[src/rtl/mgmt_frame_rx.sv]
// Receive framer for the LTPI management link: comma hunt, CRC-8 check, alignment tracking.
// Latency: frame result (frm_vld/crc_err/overflow) registered one cycle after the CRC byte is sampled.
// Backpressure: one-entry valid/ready holding register; a good frame arriving while it is full is dropped with an overflow pulse.
// Optional: define MGMT_FRAME_RX_ERR_CNT_EN to build the frm_cnt/crc_err_cnt counters (tied to 0 otherwise).
module mgmt_frame_rx #(
    parameter int          FRAME_BYTES = 16,
    parameter int          LOCK_CNT    = 7,
    parameter int          UNLOCK_CNT  = 3,
    parameter logic [7:0]  COMMA       = 8'hBC
) (
    input  logic                           clk,
    input  logic                           reset,
    input  logic [7:0]                     rx_data,
    input  logic                           rx_k,
    input  logic                           rx_vld,
    output logic [8*(FRAME_BYTES-2)-1:0]   frm_data,
    output logic                           frm_vld,
    input  logic                           frm_rdy,
    output logic                           aligned,
    output logic                           crc_err,
    output logic                           overflow,
    output logic [15:0]                    frm_cnt,
    output logic [15:0]                    crc_err_cnt
);

    localparam int         PAY_BYTES = FRAME_BYTES - 2;
    localparam int         PAY_W     = 8 * PAY_BYTES;
    localparam logic [5:0] LAST_IDX  = 6'(FRAME_BYTES - 1);
    localparam logic [7:0] LOCK_C    = 8'(LOCK_CNT);
    localparam logic [7:0] UNLOCK_C  = 8'(UNLOCK_CNT);

    typedef enum logic {
        HUNT = 1'b0,
        RECV = 1'b1
    } state_t;

    state_t             state_q, state_d;
    logic [5:0]         idx_q, idx_d;
    logic [7:0]         crc_q, crc_d;
    logic [PAY_W-1:0]   shadow_q, shadow_d;
    logic [7:0]         good_cnt_q, good_cnt_d;
    logic [7:0]         bad_cnt_q, bad_cnt_d;
    logic               aligned_q, aligned_d;
    logic               frm_vld_q, frm_vld_d;
    logic [PAY_W-1:0]   frm_data_q, frm_data_d;
    logic               crc_err_q, crc_err_d;
    logic               overflow_q, overflow_d;

    logic               frame_good;
    logic               frame_bad;
    logic               deliver;
    logic               hold_free;

    // CRC-8, polynomial 0x07, MSB first, one byte per call
    function automatic logic [7:0] crc8_upd(input logic [7:0] c, input logic [7:0] d);
        logic [7:0] r;
        r = c ^ d;
        for (int b = 0; b < 8; b++) begin
            r = r[7] ? ((r << 1) ^ 8'h07) : (r << 1);
        end
        return r;
    endfunction

    // Framing FSM: comma hunt, payload capture into the shadow, CRC compare on the last byte
    always_comb begin
        state_d    = state_q;
        idx_d      = idx_q;
        crc_d      = crc_q;
        shadow_d   = shadow_q;
        frame_good = 1'b0;
        frame_bad  = 1'b0;
        if (rx_vld) begin
            case (state_q)
                HUNT: begin
                    if (rx_k && (rx_data == COMMA)) begin
                        state_d = RECV;
                        idx_d   = 6'd1;
                        crc_d   = 8'h00;
                    end
                end
                RECV: begin
                    if (rx_k) begin
                        // Any K-char inside a frame kills it; a comma doubles as the next SOF
                        frame_bad = 1'b1;
                        if (rx_data == COMMA) begin
                            idx_d = 6'd1;
                            crc_d = 8'h00;
                        end else begin
                            state_d = HUNT;
                        end
                    end else if (idx_q == LAST_IDX) begin
                        if (rx_data == crc_q) begin
                            frame_good = 1'b1;
                        end else begin
                            frame_bad = 1'b1;
                        end
                        state_d = HUNT;
                    end else begin
                        for (int s = 0; s < PAY_BYTES; s++) begin
                            if (idx_q == 6'(s + 1)) begin
                                shadow_d[s*8 +: 8] = rx_data;
                            end
                        end
                        crc_d = crc8_upd(crc_q, rx_data);
                        idx_d = idx_q + 6'd1;
                    end
                end
                default: state_d = HUNT;
            endcase
        end
    end

    // Alignment tracking, saturating good/bad run counters
    always_comb begin
        good_cnt_d = good_cnt_q;
        bad_cnt_d  = bad_cnt_q;
        aligned_d  = aligned_q;
        if (frame_good) begin
            bad_cnt_d = 8'd0;
            if (good_cnt_q < LOCK_C) begin
                good_cnt_d = good_cnt_q + 8'd1;
            end
            if (good_cnt_d >= LOCK_C) begin
                aligned_d = 1'b1;
            end
        end
        if (frame_bad) begin
            good_cnt_d = 8'd0;
            if (bad_cnt_q < UNLOCK_C) begin
                bad_cnt_d = bad_cnt_q + 8'd1;
            end
            if (bad_cnt_d >= UNLOCK_C) begin
                aligned_d = 1'b0;
            end
        end
    end

    // Holding register: deliver only when aligned after this frame's update; accept and reload may coincide
    always_comb begin
        deliver    = frame_good && aligned_d;
        hold_free  = !frm_vld_q || frm_rdy;
        frm_vld_d  = frm_vld_q;
        frm_data_d = frm_data_q;
        overflow_d = 1'b0;
        crc_err_d  = frame_bad;
        if (deliver && hold_free) begin
            frm_vld_d  = 1'b1;
            frm_data_d = shadow_q;
        end else if (deliver) begin
            overflow_d = 1'b1;
        end else if (frm_vld_q && frm_rdy) begin
            frm_vld_d = 1'b0;
        end
    end

    // State and output registers
    always_ff @(posedge clk) begin
        if (reset) begin
            state_q    <= HUNT;
            idx_q      <= 6'd0;
            crc_q      <= 8'h00;
            shadow_q   <= '0;
            good_cnt_q <= 8'd0;
            bad_cnt_q  <= 8'd0;
            aligned_q  <= 1'b0;
            frm_vld_q  <= 1'b0;
            frm_data_q <= '0;
            crc_err_q  <= 1'b0;
            overflow_q <= 1'b0;
        end else begin
            state_q    <= state_d;
            idx_q      <= idx_d;
            crc_q      <= crc_d;
            shadow_q   <= shadow_d;
            good_cnt_q <= good_cnt_d;
            bad_cnt_q  <= bad_cnt_d;
            aligned_q  <= aligned_d;
            frm_vld_q  <= frm_vld_d;
            frm_data_q <= frm_data_d;
            crc_err_q  <= crc_err_d;
            overflow_q <= overflow_d;
        end
    end

    assign frm_data = frm_data_q;
    assign frm_vld  = frm_vld_q;
    assign aligned  = aligned_q;
    assign crc_err  = crc_err_q;
    assign overflow = overflow_q;

`ifdef MGMT_FRAME_RX_ERR_CNT_EN
    logic [15:0] frm_cnt_q, frm_cnt_d;
    logic [15:0] crc_err_cnt_q, crc_err_cnt_d;

    // Saturating statistics; every good frame counts, delivered or not
    always_comb begin
        frm_cnt_d     = frm_cnt_q;
        crc_err_cnt_d = crc_err_cnt_q;
        if (frame_good && (frm_cnt_q != 16'hFFFF)) begin
            frm_cnt_d = frm_cnt_q + 16'd1;
        end
        if (frame_bad && (crc_err_cnt_q != 16'hFFFF)) begin
            crc_err_cnt_d = crc_err_cnt_q + 16'd1;
        end
    end

    // Statistics registers
    always_ff @(posedge clk) begin
        if (reset) begin
            frm_cnt_q     <= 16'd0;
            crc_err_cnt_q <= 16'd0;
        end else begin
            frm_cnt_q     <= frm_cnt_d;
            crc_err_cnt_q <= crc_err_cnt_d;
        end
    end

    assign frm_cnt     = frm_cnt_q;
    assign crc_err_cnt = crc_err_cnt_q;
`else
    assign frm_cnt     = 16'd0;
    assign crc_err_cnt = 16'd0;
`endif

endmodule

[config.mk]
export PLATFORM = sky130hd
export DESIGN_NAME = mgmt_frame_rx
export DESIGN_NICKNAME = d
export VERILOG_FILES = /design/src/rtl/mgmt_frame_rx.sv
export SDC_FILE = /design/constraint.sdc
export NUM_CORES = 1
export LEC_CHECK = 0
export CAP_MARGIN = 20
export CORE_MARGIN = 8
export CORE_UTILIZATION = 45
export DETAILED_ROUTE_END_ITERATION = 16
export PLACE_DENSITY_LB_ADDON = 0.15
export SYNTH_ARGS = -nofsm -noshare
export SYNTH_HDL_FRONTEND = slang
export SYNTH_SLANG_ARGS = --single-unit
export TNS_END_PERCENT = 5
[constraint.sdc]
create_clock -name clk -period 5 [get_ports clk]
set_clock_uncertainty 0.1 [all_clocks]
set_input_delay 1.25 -clock clk [delete_from_list [all_inputs] [get_ports clk]]
set_output_delay 1.25 -clock clk [all_outputs]
set_load 0.1 [all_outputs]
Word level (Yosys, flattened, before mapping)

Index checks and enable logic that the tools add are counted.

$add $sub $neg: 3
Order comparisons: 4
Eq/ne operators: 21
Multiplexer cells: 47
Bitwise logic cells: 12
Reductions and logical operators: 25

Operator list:

| cell                  | number |
|---|---|
| $mux W8               | 10 |
| $reduce_and A5 Y1     | 14 |
| $eq A6 B4 Y1 const B  | 8 |
| $eq A6 B3 Y1 const B  | 4 |
| $mux W3               | 8 |
| $mux W6               | 4 |
| $not A3 Y3            | 8 |
| $mux W1               | 22 |
| $add A8 B1 Y8 const B | 2 |
| $pmux W8 S2           | 1 |
| $eq A6 B2 Y1 const B  | 2 |
| $pmux W6 S2           | 1 |
| $eq A8 B8 Y1          | 1 |
| $eq A8 B8 Y1 const B  | 1 |
| $ge A8 B2 Y1 const B  | 1 |
| $ge A8 B3 Y1 const B  | 1 |
| $lt A8 B2 Y1 const B  | 1 |
| $lt A8 B3 Y1 const B  | 1 |
| $xor A8 B8 Y8         | 1 |
| $add A6 B1 Y6 const B | 1 |
| $eq A6 B1 Y1 const B  | 1 |
| $logic_and A1 B1 Y1   | 4 |
| $reduce_and A4 Y1     | 1 |
| $reduce_or A2 Y1      | 2 |
| 10 further kinds      | 12 |

Flip-flop bits (word level): 259
Input port bits: 13
Output and inout port bits: 148
Word-level logic and storage cells: 136

Logic depth before layout (Yosys ltp)

Depth after elaboration: 20
Mapped depth: 12
Gate-level depth less buffers: 7

Worst setup path before layout

Ideal clock, no wire load.

Path kind: input to register
Start point: in rx_data[5]
End point: reg frm_data_q[0], in the netlist frm_data[0]
Library setup time: 72 ps
Data arrival time: 3,176 ps
Data required time: 4,828 ps
Setup slack: 1,653 ps
Cell stages on the path: 12
Path buffers: 5
Cell sequence: buf_2 -> xnor2_1 -> ha_1 -> nand3_1 -> nor3_1 -> and3_1 -> buf_6 -> o211a_1 -> buf_6 -> buf_12 -> buf_12 -> mux2i_1

Cells in the longest elaborated chain, start to end: 14
Elaborated cells on any way between the ends: 20
Those cells by class: 1 x order compare; 1 x eq/ne; 16 x mux; 2 x reduce/logical

RTL lines:

| element                 | line | RTL |
|---|---|---|
| start, declared         | 13   | `input logic [7:0] rx_data,` |
| $eq A8 B8 Y1 (*)        | 92   | `if (rx_data == crc_q) begin` |
| $mux W1                 | 92   |  |
| $mux W1                 | 91   | `end else if (idx_q == LAST_IDX) begin` |
| $mux W1                 | 82   | `if (rx_k) begin` |
| $mux W1                 | 73   | `case (state_q)` |
| $mux W1                 | 72   | `if (rx_vld) begin` |
| $mux W8                 | 118  | `if (frame_good) begin` |
| $mux W8                 | 129  | `if (bad_cnt_q < UNLOCK_C) begin` |
| $mux W8                 | 127  | `if (frame_bad) begin` |
| $ge A8 B2 Y1            | 132  | `if (bad_cnt_d >= UNLOCK_C) begin` |
| $mux W1                 | 132  |  |
| $mux W1                 | 127  |  |
| $logic_and A1 B1 Y1 (*) | 140  | `deliver = frame_good && aligned_d;` |
| $logic_and A1 B1 Y1 (*) | 146  | `if (deliver && hold_free) begin` |
| end signal, assigned    | 179  | `frm_data_q <= frm_data_d;` |
| end, declared           | 45   | `logic [PAY_W-1:0] frm_data_q, frm_data_d;` |

Every way passes the cells marked *; elsewhere a longest branch is shown, timed or not. The select of a mux whose other input is x is not followed.
A chain may end at the register's enable or synchronous reset.

Final worst setup path

Start point: in rx_data[6]
End point: reg frm_data_q[101], in the netlist frm_data[101]

Same word-level chain as after synthesis.

==> results_dict.tcl <==
set metrics [dict create \
    num_rows 58 \
    synth_edf_count 0 \
    synth-seq-cells 259 \
    worstSetupStartpointType "primary input" \
    post_dp_cell_area_um2 12500 \
    syn-cell-area_um2 11270 \
    synthCells 1114 \
    first_global_vias 7325 \
    yosysWarnings 0 \
    globalRouteOverflowTotal 0 \
    drt_iter0_markers 434 \
    worstReg2RegStart "crc_q[3]" \
    antenna_cells 0 \
    hpwl_mm 15.18 \
    fp.dieArea_um2 30360 \
    numCtsBuffers 28 \
    crit_type "primary input to flop" \
    clk_latency_ns 0.53 \
    period_minus_slack_ns 3.939 \
    tightest_slew_ns 1.059 \
    combPwrFrac_pct 5.7 \
    rsz0062_at_grt "false" \
    tritoncts "built" \
    p_sw_mw 1.005 \
    setup_tns_ns 0 \
    start_util_pct 45.27 \
    crit_arrival_ns 4.29 \
    ys_seq_area_share_pct 46.01 \
    syn_area_per_cell_um2 10.12 \
    die_x_um 174.2 \
    io_buffers 128 \
    die_h_um 174.2 \
    synth_cell_types 55 \
    max_freq_mhz 253.9 \
    finalHoldViolations 0 \
    highest_layer "met4" \
    status "completed" \
    slowest_stage "o211a_4" \
    ys.flop_type "dfxtp_1" \
    clockBufferDepth 3 \
    clkSinkCount 259 \
    fin_nets 1232 \
    slowest_delay_ns 0.58 \
    p_seq_share_pct 47.3 \
    hold_class "flop to flop" \
    cap_violations 0 \
    postCtsSetupRepairBufs 0 \
    clkPwrFrac_pct 47.0 \
    post-place-cells 1510 \
    min_to "good_cnt_q[3]" \
    power_density_nw_per_um2 325.2 \
    layout-drive-gt1-share_pct 6.184 \
    ir_drop_uv 234.4 \
    grt_pass1_wl_mm 39.65 \
    wl_per_cell_um 15.69 \
    place_congestion 0.7600 \
    slew_headroom_pct 29.37 \
    crit_path_start "rx_data[6]" \
    ys_async_sr_fraction_pct 0 \
    cts.clk_slew.worst_paths_ns 0.06 \
    core-area_um2 24890 \
    wl_met3_mm 1.250 \
    area_growth_pct 19.08 \
    wl_mm 24.46 \
    leakage_nw 4.793 \
    period_share_pct 78.78 \
    hold-path-cell-count 2 \
    dr.pass1.iters 5 \
    required_ns 5.35 \
    internal_power_mw 3.358 \
    root_buffer "clkbuf_16" \
    grt_max_degree 204 \
    viasPerCell 4.782 \
    path_cells "clkdlybuf4s50_1, xnor2_1, ha_1, nand3_1, nor3_1, and3_1, o211a_4, buf_4, mux2i_1" \
    ctsHoldBuffers 0 \
    htree_levels 1 \
    r2r_setup_slack_ns 1.97 \
    final_max_slew_viol_count 0 \
    fin_area_um2 13420 \
    reg2reg_depth 8 \
    ios 161 \
    final_cell_count_no_fill 1559 \
    switching_share_pct 23.04 \
    met2_wirelength_mm 10.71 \
    setup_viol 0 \
    antenna_found_initial 0 \
    drc_errors 0 \
    cp-end-kind "flop" \
    path_max_fanout 24 \
    dr_total_vias 7455 \
    track_usage_pct 15.72 \
    hp-start "good_cnt_q[3]" \
    ant_nets 0 \
    cts_resized 0 \
    r2r-end "frm_data[101]" \
    m1WireLength_mm 12.02 \
]
[routing by layer]
metal	vias to the layer above	GRT usage, %
met5	-	0
met4	0	4.061
met3	37	3.515
met2	139	24.24
met1	3490	21.81
li1	3789	-
[logic make-up (layout without fill, tap and decap cells)]
group / count (synthesis) / count (layout) / synth area share [%]
simple gates: 453 / 453 / 22.43
flops: 259 / 259 / 46.01
mux: 219 / 219 / 19.48
buf+inv: 114 / 198 / 6.795
compound gates: 35 / 35 / 2.076
xor+xnor: 24 / 24 / 2.176
fa+ha+maj: 9 / 9 / 0.9994
other cells: 1 / 32 / 0.03328
[power by group through the flow]
stage | clock [mW] | combinational [mW] | sequential [mW]
after global routing | 2.20 | 0.260 | 2.06
after detailed placement | 0 | 0.249 | 2.11
final | 2.05 | 0.247 | 2.06
after floorplan | 0 | 0.224 | 2.11
after CTS | 2.11 | 0.249 | 2.06
after global placement | 0 | 0.249 | 2.11
[worst max-delay path: cells and delay by family]
kind	cells	cell delay, ns
mux	1	0.22
buf+inv	2	0.84
compound gates	1	0.58
fa+ha+maj	1	0.21
xor+xnor	1	0.40
simple gates	3	0.77
[cells in the mapped netlist, types with 3 or more instances]
| cell type | number | share of area, % |
|---|---|---|
| inv_1 | 6 | 0.20 |
| buf_12 | 9 | 1.6 |
| buf_2 | 6 | 0.27 |
| and3_1 | 5 | 0.28 |
| nand4_1 | 3 | 0.17 |
| a21oi_1 | 16 | 0.71 |
| nand3b_1 | 3 | 0.20 |
| ha_1 | 9 | 1.0 |
| nor2_4 | 3 | 0.30 |
| buf_4 | 39 | 2.6 |
| clkbuf_1 | 48 | 1.6 |
| nor2b_1 | 3 | 0.17 |
| nor3b_1 | 3 | 0.20 |
| nand2b_1 | 226 | 13 |
| xnor2_1 | 17 | 1.3 |
| nand3_1 | 10 | 0.44 |
| mux2i_1 | 217 | 19 |
| a22oi_1 | 4 | 0.27 |
| o21ai_0 | 5 | 0.22 |
| a31oi_1 | 3 | 0.17 |
| or3_1 | 5 | 0.28 |
| nand3_2 | 3 | 0.27 |
| and2_1 | 11 | 0.61 |
| buf_6 | 5 | 0.50 |
| nor3_1 | 7 | 0.31 |
| nor2_1 | 124 | 4.1 |
| nand2_1 | 29 | 0.97 |
| dfxtp_1 | 259 | 46 |
| xor2_1 | 4 | 0.31 |
[cell type report]
cell class | count | area (um2)
Multi-Input combinational cell | 772 | 5441
Clock buffer | 40 | 817.0
Tap cell | 330 | 412.9
Sequential cell | 259 | 5185
Inverter | 6 | 22.52
Fill cell | 2274 | 11470
Clock inverter | 9 | 103.9
Timing Repair Buffer | 143 | 1435
[flip-flops by register name, indices dropped and copies added (netlist names)]
register and count:
aligned 1, frm_data 112, state_q 1, crc_q 8, bad_cnt_q 8, frm_vld 1
shadow_q 112, idx_q 6, overflow 1, crc_err 1, good_cnt_q 8
[cells in the final DEF, fill, tap and decap left out, drive strengths merged, types with 3 or more instances in the layout]
cell type	n
nor2b	3
inv	7
conb	32
buf	15
nand4	3
a31oi	3
nor2	127
ha	9
or3	5
clkdlybuf4s50	127
and2	11
nor3b	3
a22oi	4
o21ai	5
mux2i	217
nand3	13
nand3b	3
clkbuf	41
nor3	10
and3	5
clkinv	5
dfxtp	259
a21oi	16
nand2b	226
xor2	5
nand2	29
xnor2	17
[worst max-delay path by stage]
stage                    endpoint  slack (ns)  depth (start not counted)
finish              frm_data[101]        1.06                          9
global route         frm_data[27]        0.80                          9
CTS                 frm_data[101]        1.07                          9
detailed placement    frm_data[5]        0.52                          9
global placement     frm_data[15]        0.61                          9
floorplan             frm_data[0]        1.65                         12
[metrics by stage]
| stage | util (%) | hold slack [ns] | setup slack (ns) | total power [mW] |
|---|---|---|---|---|
| detailed placement | 50.21 | 0.3414 | 0.5233 | 2.358 |
| floorplan | - | 0.3188 | 1.653 | 2.334 |
| global placement | 50.21 | 0.3359 | 0.6070 | 2.358 |
| CTS | 53.91 | 0.3517 | 1.070 | 4.420 |
| finish | 53.91 | 0.3501 | 1.061 | 4.363 |
| global route | 53.91 | 0.3603 | 0.7994 | 4.525 |
Power figures use the tool's default switching activity.
